File: config.mk
export PLATFORM = sky130hd
export DESIGN_NAME = quantize_zigzag
export DESIGN_NICKNAME = d
export VERILOG_FILES = /design/src/rtl/jpeg_pkg.sv /design/src/rtl/qz_mult.sv /design/src/rtl/quantize_zigzag.sv
export SDC_FILE = /design/constraint.sdc
export NUM_CORES = 1
export LEC_CHECK = 0
export ABC_AREA = 1
export ABC_CLOCK_PERIOD_IN_PS = 22800
export CAP_MARGIN = 20
export CORE_MARGIN = 8
export CORE_UTILIZATION = 60
export CTS_BUF_LIST = sky130_fd_sc_hd__clkbuf_8
export DETAILED_ROUTE_END_ITERATION = 12
export DONT_BUFFER_PORTS = 1
export PLACE_DENSITY_LB_ADDON = 0.2
export SYNTH_ARGS = -nofsm -noshare
export SYNTH_HDL_FRONTEND = slang
export SYNTH_SLANG_ARGS = --single-unit
File: constraint.sdc
create_clock -name clock -period 22.8 [get_ports clock]
set_input_delay 2.28 -clock clock [delete_from_list [all_inputs] [get_ports clock]]
set_output_delay 2.28 -clock clock [all_outputs]
set_load 0.01 [all_outputs]
File: src/rtl/jpeg_pkg.sv
// Shared JPEG tables and types for the DCT and quantize/zigzag stages.
// QZ_ROUND_EN selects round-half-away-from-zero quantization; default truncates toward zero.
package jpeg_pkg;

    localparam int BLOCK_SIZE = 64;

    typedef enum logic {
        IDLE,
        EMIT
    } qz_state_e;

    // Raster index visited at each zigzag position.
    localparam logic [5:0] ZZ [BLOCK_SIZE] = '{
         0,  1,  8, 16,  9,  2,  3, 10,
        17, 24, 32, 25, 18, 11,  4,  5,
        12, 19, 26, 33, 40, 48, 41, 34,
        27, 20, 13,  6,  7, 14, 21, 28,
        35, 42, 49, 56, 57, 50, 43, 36,
        29, 22, 15, 23, 30, 37, 44, 51,
        58, 59, 52, 45, 38, 31, 39, 46,
        53, 60, 61, 54, 47, 55, 62, 63
    };

    // Standard JPEG luminance quantizer, raster order.
    localparam logic [7:0] QL [BLOCK_SIZE] = '{
        16,  11,  10,  16,  24,  40,  51,  61,
        12,  12,  14,  19,  26,  58,  60,  55,
        14,  13,  16,  24,  40,  57,  69,  56,
        14,  17,  22,  29,  51,  87,  80,  62,
        18,  22,  37,  56,  68, 109, 103,  77,
        24,  35,  55,  64,  81, 104, 113,  92,
        49,  64,  78,  87, 103, 121, 120, 101,
        72,  92,  95,  98, 112, 100, 103,  99
    };

    // min(255, round(256 / QL)), so division becomes a multiply and an 8-bit shift.
    localparam logic [7:0] RECIP [BLOCK_SIZE] = '{
        16, 23, 26, 16, 11,  6,  5,  4,
        21, 21, 18, 13, 10,  4,  4,  5,
        18, 20, 16, 11,  6,  4,  4,  5,
        18, 15, 12,  9,  5,  3,  3,  4,
        14, 12,  7,  5,  4,  2,  2,  3,
        11,  7,  5,  4,  3,  2,  2,  3,
         5,  4,  3,  3,  2,  2,  2,  3,
         4,  3,  3,  3,  2,  3,  2,  3
    };

`ifdef QZ_ROUND_EN
    localparam logic [15:0] QZ_ROUND = 16'd128;
`else
    localparam logic [15:0] QZ_ROUND = 16'd0;
`endif

endpackage

File: src/rtl/qz_mult.sv
// Sign-magnitude quantizer: |c| * recip, optional half-LSB round, >> 8, saturate to 127, restore sign.
module qz_mult
    import jpeg_pkg::*;
(
    input  logic signed [7:0] coef,
    input  logic        [7:0] recip,
    output logic signed [7:0] q
);

    logic [7:0]  mag;
    logic [15:0] prod;
    logic [7:0]  shifted;
    logic [6:0]  sat;

    always_comb begin
        // -128 maps to magnitude 128, which still fits unsigned 8 bits.
        mag     = coef[7] ? (~coef + 8'd1) : coef;
        prod    = {8'd0, mag} * {8'd0, recip};
        shifted = 8'((prod + QZ_ROUND) >> 8);
        sat     = (shifted > 8'd127) ? 7'd127 : shifted[6:0];
        q       = coef[7] ? -$signed({1'b0, sat}) : $signed({1'b0, sat});
    end

endmodule

File: src/rtl/quantize_zigzag.sv
// Captures an 8x8 DCT block, then streams its quantized coefficients in JPEG zigzag order.
// Rounding mode is selected by QZ_ROUND_EN (see jpeg_pkg).
module quantize_zigzag
    import jpeg_pkg::*;
(
    input  logic              clock,
    input  logic              reset,
    input  logic              in_valid,
    output logic              in_ready,
    input  logic signed [7:0] coef_in [BLOCK_SIZE],
    output logic              out_valid,
    input  logic              out_ready,
    output logic signed [7:0] out_data,
    output logic        [5:0] out_pos,
    output logic              out_last
);

    qz_state_e         state_q, state_d;
    logic        [5:0] pos_q, pos_d;
    logic signed [7:0] blk_q [BLOCK_SIZE];
    logic signed [7:0] blk_d [BLOCK_SIZE];
    logic signed [7:0] data_q, data_d;
    logic              last_q, last_d;

    logic        [5:0] next_pos;
    logic        [5:0] raster;
    logic signed [7:0] mult_coef;
    logic signed [7:0] mult_q;

    // The multiplier always works one position ahead so out_data can be registered:
    // in IDLE it quantizes the incoming DC term, in EMIT the next zigzag entry.
    assign next_pos  = pos_q + 6'd1;
    assign raster    = (state_q == IDLE) ? 6'd0 : ZZ[next_pos];
    assign mult_coef = (state_q == IDLE) ? coef_in[0] : blk_q[raster];

    qz_mult u_mult (
        .coef  (mult_coef),
        .recip (RECIP[raster]),
        .q     (mult_q)
    );

    always_comb begin
        // NOTE: every _d takes its _q value first so no path through this block infers a latch.
        state_d = state_q;
        pos_d   = pos_q;
        blk_d   = blk_q;
        data_d  = data_q;
        last_d  = last_q;

        case (state_q)
            IDLE: begin
                if (in_valid) begin
                    blk_d   = coef_in;
                    pos_d   = '0;
                    data_d  = mult_q;
                    last_d  = 1'b0;
                    state_d = EMIT;
                end
            end
            EMIT: begin
                if (out_ready) begin
                    if (last_q) begin
                        state_d = IDLE;
                        pos_d   = '0;
                        data_d  = '0;
                        last_d  = 1'b0;
                    end else begin
                        pos_d  = next_pos;
                        data_d = mult_q;
                        last_d = (next_pos == 6'd63);
                    end
                end
            end
            default: state_d = IDLE;
        endcase
    end

    // NOTE: state is updated with non-blocking assignments so every flop samples pre-edge values.
    always_ff @(posedge clock or posedge reset) begin
        if (reset) begin
            state_q <= IDLE;
            pos_q   <= '0;
            // NOTE: the block buffer is reset too, so a discarded block can never leak out later.
            blk_q   <= '{default: '0};
            data_q  <= '0;
            last_q  <= 1'b0;
        end else begin
            state_q <= state_d;
            pos_q   <= pos_d;
            blk_q   <= blk_d;
            data_q  <= data_d;
            last_q  <= last_d;
        end
    end

    assign in_ready  = (state_q == IDLE);
    assign out_valid = (state_q == EMIT);
    assign out_data  = data_q;
    assign out_pos   = pos_q;
    assign out_last  = last_q;

endmodule

Word level (Yosys, flattened, before mapping)
Memory sizes are Yosys's and may differ from the RTL's.
Index checks and enable logic that the tools add are counted.
Widths: inputs -> output; s select.
- output and inout bits: 17
- flip-flop bits (word level): 528
- memory bits (read-only): 896
- bits in latches: 0
- memories kept: 2
- word-level logic and storage cells: 114
- memory bits (writable): 0
- input port bits: 516
- equality and inequality tests: 3
- reductions and logical operators: 2
- add/subtract/negate cells: 3
- shift-type cells: 0
- div/mod/pow operators: 0
- mux-type cells: 28
- bitwise operators: 4
- multiply operators: 1
- order comparisons: 3
- memory list (name ; depth ; bits a word ; read ports ; clocked after memory_dff ; write ports ; line ; RTL):
    (no name shown) ; 64 ; 8 ; 1 ; 0 ; 0 ; quantize_zigzag.sv:38 ; .recip (RECIP[raster]),
    (no name shown) ; 64 ; 6 ; 1 ; 0 ; 0 ; quantize_zigzag.sv:33 ; assign raster = (state_q == IDLE) ? 6'd0 : ZZ[next_pos];
- operators with widths (kind ; number):
    $mux 8 ; 10
    $bmux 8 s6 ; 1
    $mux 6 ; 6
    $mul 8x8->16 ; 1
    $pmux 8 s2 ; 1
    $ge 7x7->1 const B ; 2
    $not 6->7 ; 2
    $pmux 6 s2 ; 1
    $add 8x1->8 const B ; 1
    $gt 8x7->1 const B ; 1
    $neg 7->8 ; 1
    $not 8->8 ; 1
    $mux 7 ; 1
    $add 6x1->6 const B ; 1
    $eq 6x6->1 const B ; 1
    $mux 1 ; 6
    $ne 2x2->1 const B ; 2
    $pmux 1 s2 ; 2
    $reduce_and 2->1 ; 2
    $not 1->1 ; 1

Longest topological paths before layout
- depth in word-level cells: 22
- gate-level depth with buffers: 55
- depth with buffers taken out: 54

Cells and area by module
From an unflattened synthesis, not the netlist that was laid out.
- cells, all modules: 3710
- area, all modules: 30017.5 µm²
- by module, submodules not included (module ; instances ; area an instance (µm²) ; seq. area each (µm²) ; cells an instance):
    quantize_zigzag ; 1 ; 27488.9 ; 13212.7 ; 3339
    qz_mult ; 1 ; 2528.7 ; 0.0 ; 371

Worst setup path after synthesis
OpenSTA, ideal clock, no wires.
- path type: register -> register
- start: register pos_q[1] (netlist: out_pos[1])
- end: register data_q[4] (netlist: out_data[4])
- cell stages (with the launch flop): 46
- buffers on the path: 5
- slack: 15.639 ns
- data arrival time: 7.045 ns
- path through: dfrtp_1 > ha_1 > inv_1 > ha_1 > inv_1 > nand2_1 > nand2_1 > nand2_1 > nand3_1 > nand3_2 > nand3_4 > buf_6 > buf_6 > buf_6 > buf_2 > buf_2 > ha_1 > inv_1 > [10 not listed] > inv_1 > fa_1 > inv_1 > ha_1 > a21oi_1 > nor2_1 > nor2_1 > nand3_1 > and2_1 > ha_1 > inv_1 > nor2_1 > nand2_1 > nand2_1 > nand2_1 > nand2_1 > nand2_1 > nand2_1
- cells in the longest elaborated chain, start to end: 22
- elaborated cells on any way between the ends: 26
- RTL lines (what ; line ; RTL):
    start: declaration ; quantize_zigzag.sv:19 ; logic [5:0] pos_q, pos_d;
    start signal: assignment ; quantize_zigzag.sv:89 ; pos_q <= pos_d;
    $add 6x1->6 * ; quantize_zigzag.sv:32 ; assign next_pos = pos_q + 6'd1;
    $not 6->7 (implied by the code) * ; quantize_zigzag.sv:33 ;
    $mem_v2 64x6 * ; n/a ;
    $mux 6 (implied by the code) * (2 in a row) ; quantize_zigzag.sv:33 ;
    $mux 6 * ; quantize_zigzag.sv:33 ;
    $not 6->7 (implied by the code) * ; quantize_zigzag.sv:34, quantize_zigzag.sv:38 ;
    $bmux 8 s6 ; quantize_zigzag.sv:34 ; assign mult_coef = (state_q == IDLE) ? coef_in[0] : blk_q[raster];
    $mux 8 (implied by the code) (2 in a row) ; quantize_zigzag.sv:34 ;
    [4 not listed] ; n/a ;
    $mul 8x8->16 ; qz_mult.sv:18 ; prod = {8'd0, mag} * {8'd0, recip};
    $gt 8x7->1 ; qz_mult.sv:20 ; sat = (shifted > 8'd127) ? 7'd127 : shifted[6:0];
    $mux 7 ; qz_mult.sv:20 ;
    $neg 7->8 ; qz_mult.sv:21 ; q = coef[7] ? -$signed({1'b0, sat}) : $signed({1'b0, sat});
    $mux 8 * ; qz_mult.sv:21 ;
    $mux 8 ; quantize_zigzag.sv:62 ; if (last_q) begin
    $mux 8 ; quantize_zigzag.sv:61 ; if (out_ready) begin
    $pmux 8 s2 * ; quantize_zigzag.sv:50 ; case (state_q)
    end signal: assignment ; quantize_zigzag.sv:91 ; data_q <= data_d;
    end: declaration ; quantize_zigzag.sv:22 ; logic signed [7:0] data_q, data_d;
Mark *: on every way between the ends. The rest lies on a longest branch, timed or not. The select of a mux whose other input is x is not followed.
A chain may end at the register's enable or synchronous reset.

Worst setup path in the final report
- start: register pos_q[0] (netlist: out_pos[0])
- end: register data_q[5] (netlist: out_data[5])
The elaborated chain is that of the path after synthesis.

==> metrics.txt <==
largest net degree at the start of global routing 271; grt ovf 0; top cells by count, synth 1,523 x nand2_1, 528 x dfrtp_1, 330 x o21ai_0, 301 x inv_1, 139 x clkbuf_1; Rows 78; final instance area 29,400 µm²; CTS Hold Bufs 0; Yosys top cell by area dfrtp_1; Slew HR 27.0%; most frequent cell after synthesis nand2_1; multi-input logic area 12,100 µm²; Max Root-Sink Buffers 3; initial antenna violation count 18; Filler Cell Count 4,050; Worst Path Required 23.36 ns; Vias 24,621; Critical-path top delay cell buf_4; Total Neg Setup Slack 0 ns; worst-margin pin slew 1.10 ns; PortBufs 0; layout net count 4,102; Starting Density 60.7%; asr flop ratio synth 100%; global-route wire length before repair 141 mm; critical path peak fanout 70; area grow syn2layout 6.90%; min Tclk post-route 10.35 ns; CP endpoint kind flip-flop; register area share after synthesis 48.0%; TritonRoute pass-1 iters 6; Final Hold Vio Count 0; Clock Sinks 528; Yosys reg bits 528; ys flop type dfrtp_1; mapped cell area 27,500 µm²; FF/Latch Area 13,200 µm²; WP buf/inv 8; Worst Hold Depth 2; Worst-path clk slew 0.07 ns; Synth top area share 48.0%; Post-synth EDFFs 0; R2R Setup Slk 12.45 ns; maxcap violations 0; Synthesized Nets 4,208; die width 230 µm; GP Congestion 0.909; all-layer global routing usage 34.0%; status complete, no violations; Startpoint Class flip-flop; number of cells on the worst reg-to-reg path 40; clock latency on the worst-skew pair 0.69 ns; Syn Area/Cell 7.59 µm²; CTS tree done; H-tree levels 3; drt drc 0; DRT antenna net count 0; HP Class flip-flop to flip-flop; Ports 533; Final Max Tran Viols 0; initial DRC count 2,780; final setup violation count 0; Setup CP Type flip-flop to flip-flop; clk root buf clkbuf_8; die span in y 230 µm; Crit path max-delay family adder cells; TritonCTS buffer count 87; largest stage delay on the critical path 0.77 ns; CP Depth 40; Yosys cell types 52; yosys warns 0; fin util 64.9%; post-DP HPWL 65.5 mm; unrepaired setup endpoints after global routing false; clock skew 0.0346 ns; wirelength, routed 92.2 mm; core area 45,300 µm²; Tcrit/Tclk final 45.4%; Die ar. 53,000 µm²; top cells by area, synth dfrtp_1 48%, nand2_1 21%, o21ai_0 6.0%; Post-CTS Setup Inserts 0; CTS resizes 0; Area after DPL 27,500 µm²; Cells after Synth 3,625; CP arrival 10.91 ns; vias per cell 5.86; Peak Freq 96.6 MHz; share of layout cells above drive strength 1 6.08%; vias in the first global route 24,361; Wirelength per Cell 21.9 µm
[flip-flops by register name, indices dropped and copies added (netlist names)]
register	cells
blk_q	512
out_data	8
out_pos	6
out_last	1
out_valid	1
[placed cells by master (no fill, tap or decap), drive strengths merged, types with 5 or more instances in the layout]
cell type	count
nand2	1536
dfrtp	528
o21ai	393
inv	349
nand3	134
nor2	126
clkbuf	112
a21oi	106
ha	49
nand4	39
o221ai	30
buf	26
a221oi	24
a22oi	20
o211ai	19
fa	18
diode	16
o2111ai	16
a31oi	9
nor3	6
clkinv	6
o22ai	5
clkinvlp	5
or2	5
xor2	5
[per-layer routing]
| metal | up-vias | global-route usage (%) | part of all wire, % |
|---|---|---|---|
| met3 | 201 | 8.05 | 9.0 |
| met4 | 4 | 14.6 | 3.7 |
| met2 | 1214 | 53.9 | 47 |
| li1 | 11368 | - | - |
| met1 | 11834 | 44.4 | 40 |
| met5 | - | 0 | 0.020 |
[stage by stage]
stage	worst slack [ns]	hold slack [ns]	cells
floorplan	5.77	0.437	3625
global placement	12.81	0.448	4028
detailed placement	12.71	0.454	4028
CTS	12.62	0.469	4185
global route	11.58	0.485	4200
finish	12.45	0.466	4203
[worst reg2reg max path, delay by kind of cell (launching register included)]
kind                     cells  cell delay [ns]
AO/OA/AOI/OAI               10             2.07
XOR/XNOR                     2             0.49
adder cells (fa/ha/maj)      6             2.51
buffers and inverters        8             2.11
flip-flops                   1             0.75
AND/OR/NAND/NOR             14             2.28
[final timing paths]
path / to / start
min in group asynchronous: out_pos[5] / reset
max in group asynchronous: blk_q[478] / reset
setup reg to reg: out_data[5] / out_pos[0]
hold reg to reg: blk_q[36] / blk_q[36]
hold / removal: blk_q[36] / blk_q[36]
setup / recovery: out_data[5] / out_pos[0]
[logic make-up (layout without fill, tap and decap cells)]
group                      after synthesis  after routing  synth area share, %
AOI/OAI and AO/OA                      637            637                 13.2
other                                    0             16                    0
buffers and inverters                  540            502                 8.19
xor gates and xnor gates                 5              5                0.241
adders and majority gates               67             67                 3.54
and+or+nand+nor                       1848           1848                 26.8
DFF                                    528            528                 48.0
[layout make-up]
| cell class | instances | area share, % |
|---|---|---|
| Antenna cell | 16 | 0.136 |
| Clock buffer | 112 | 5.24 |
| Clock inverter | 45 | 1.09 |
| Inverter | 319 | 4.14 |
| Multi-Input combinational cell | 2557 | 41.0 |
| Sequential cell | 528 | 44.9 |
| Tap cell | 600 | 2.55 |
| Timing Repair Buffer | 26 | 0.860 |
Power is left out: the tool's default activity adds up to more than one toggle a clock period on the data nets, which glitch-free logic cannot reach.
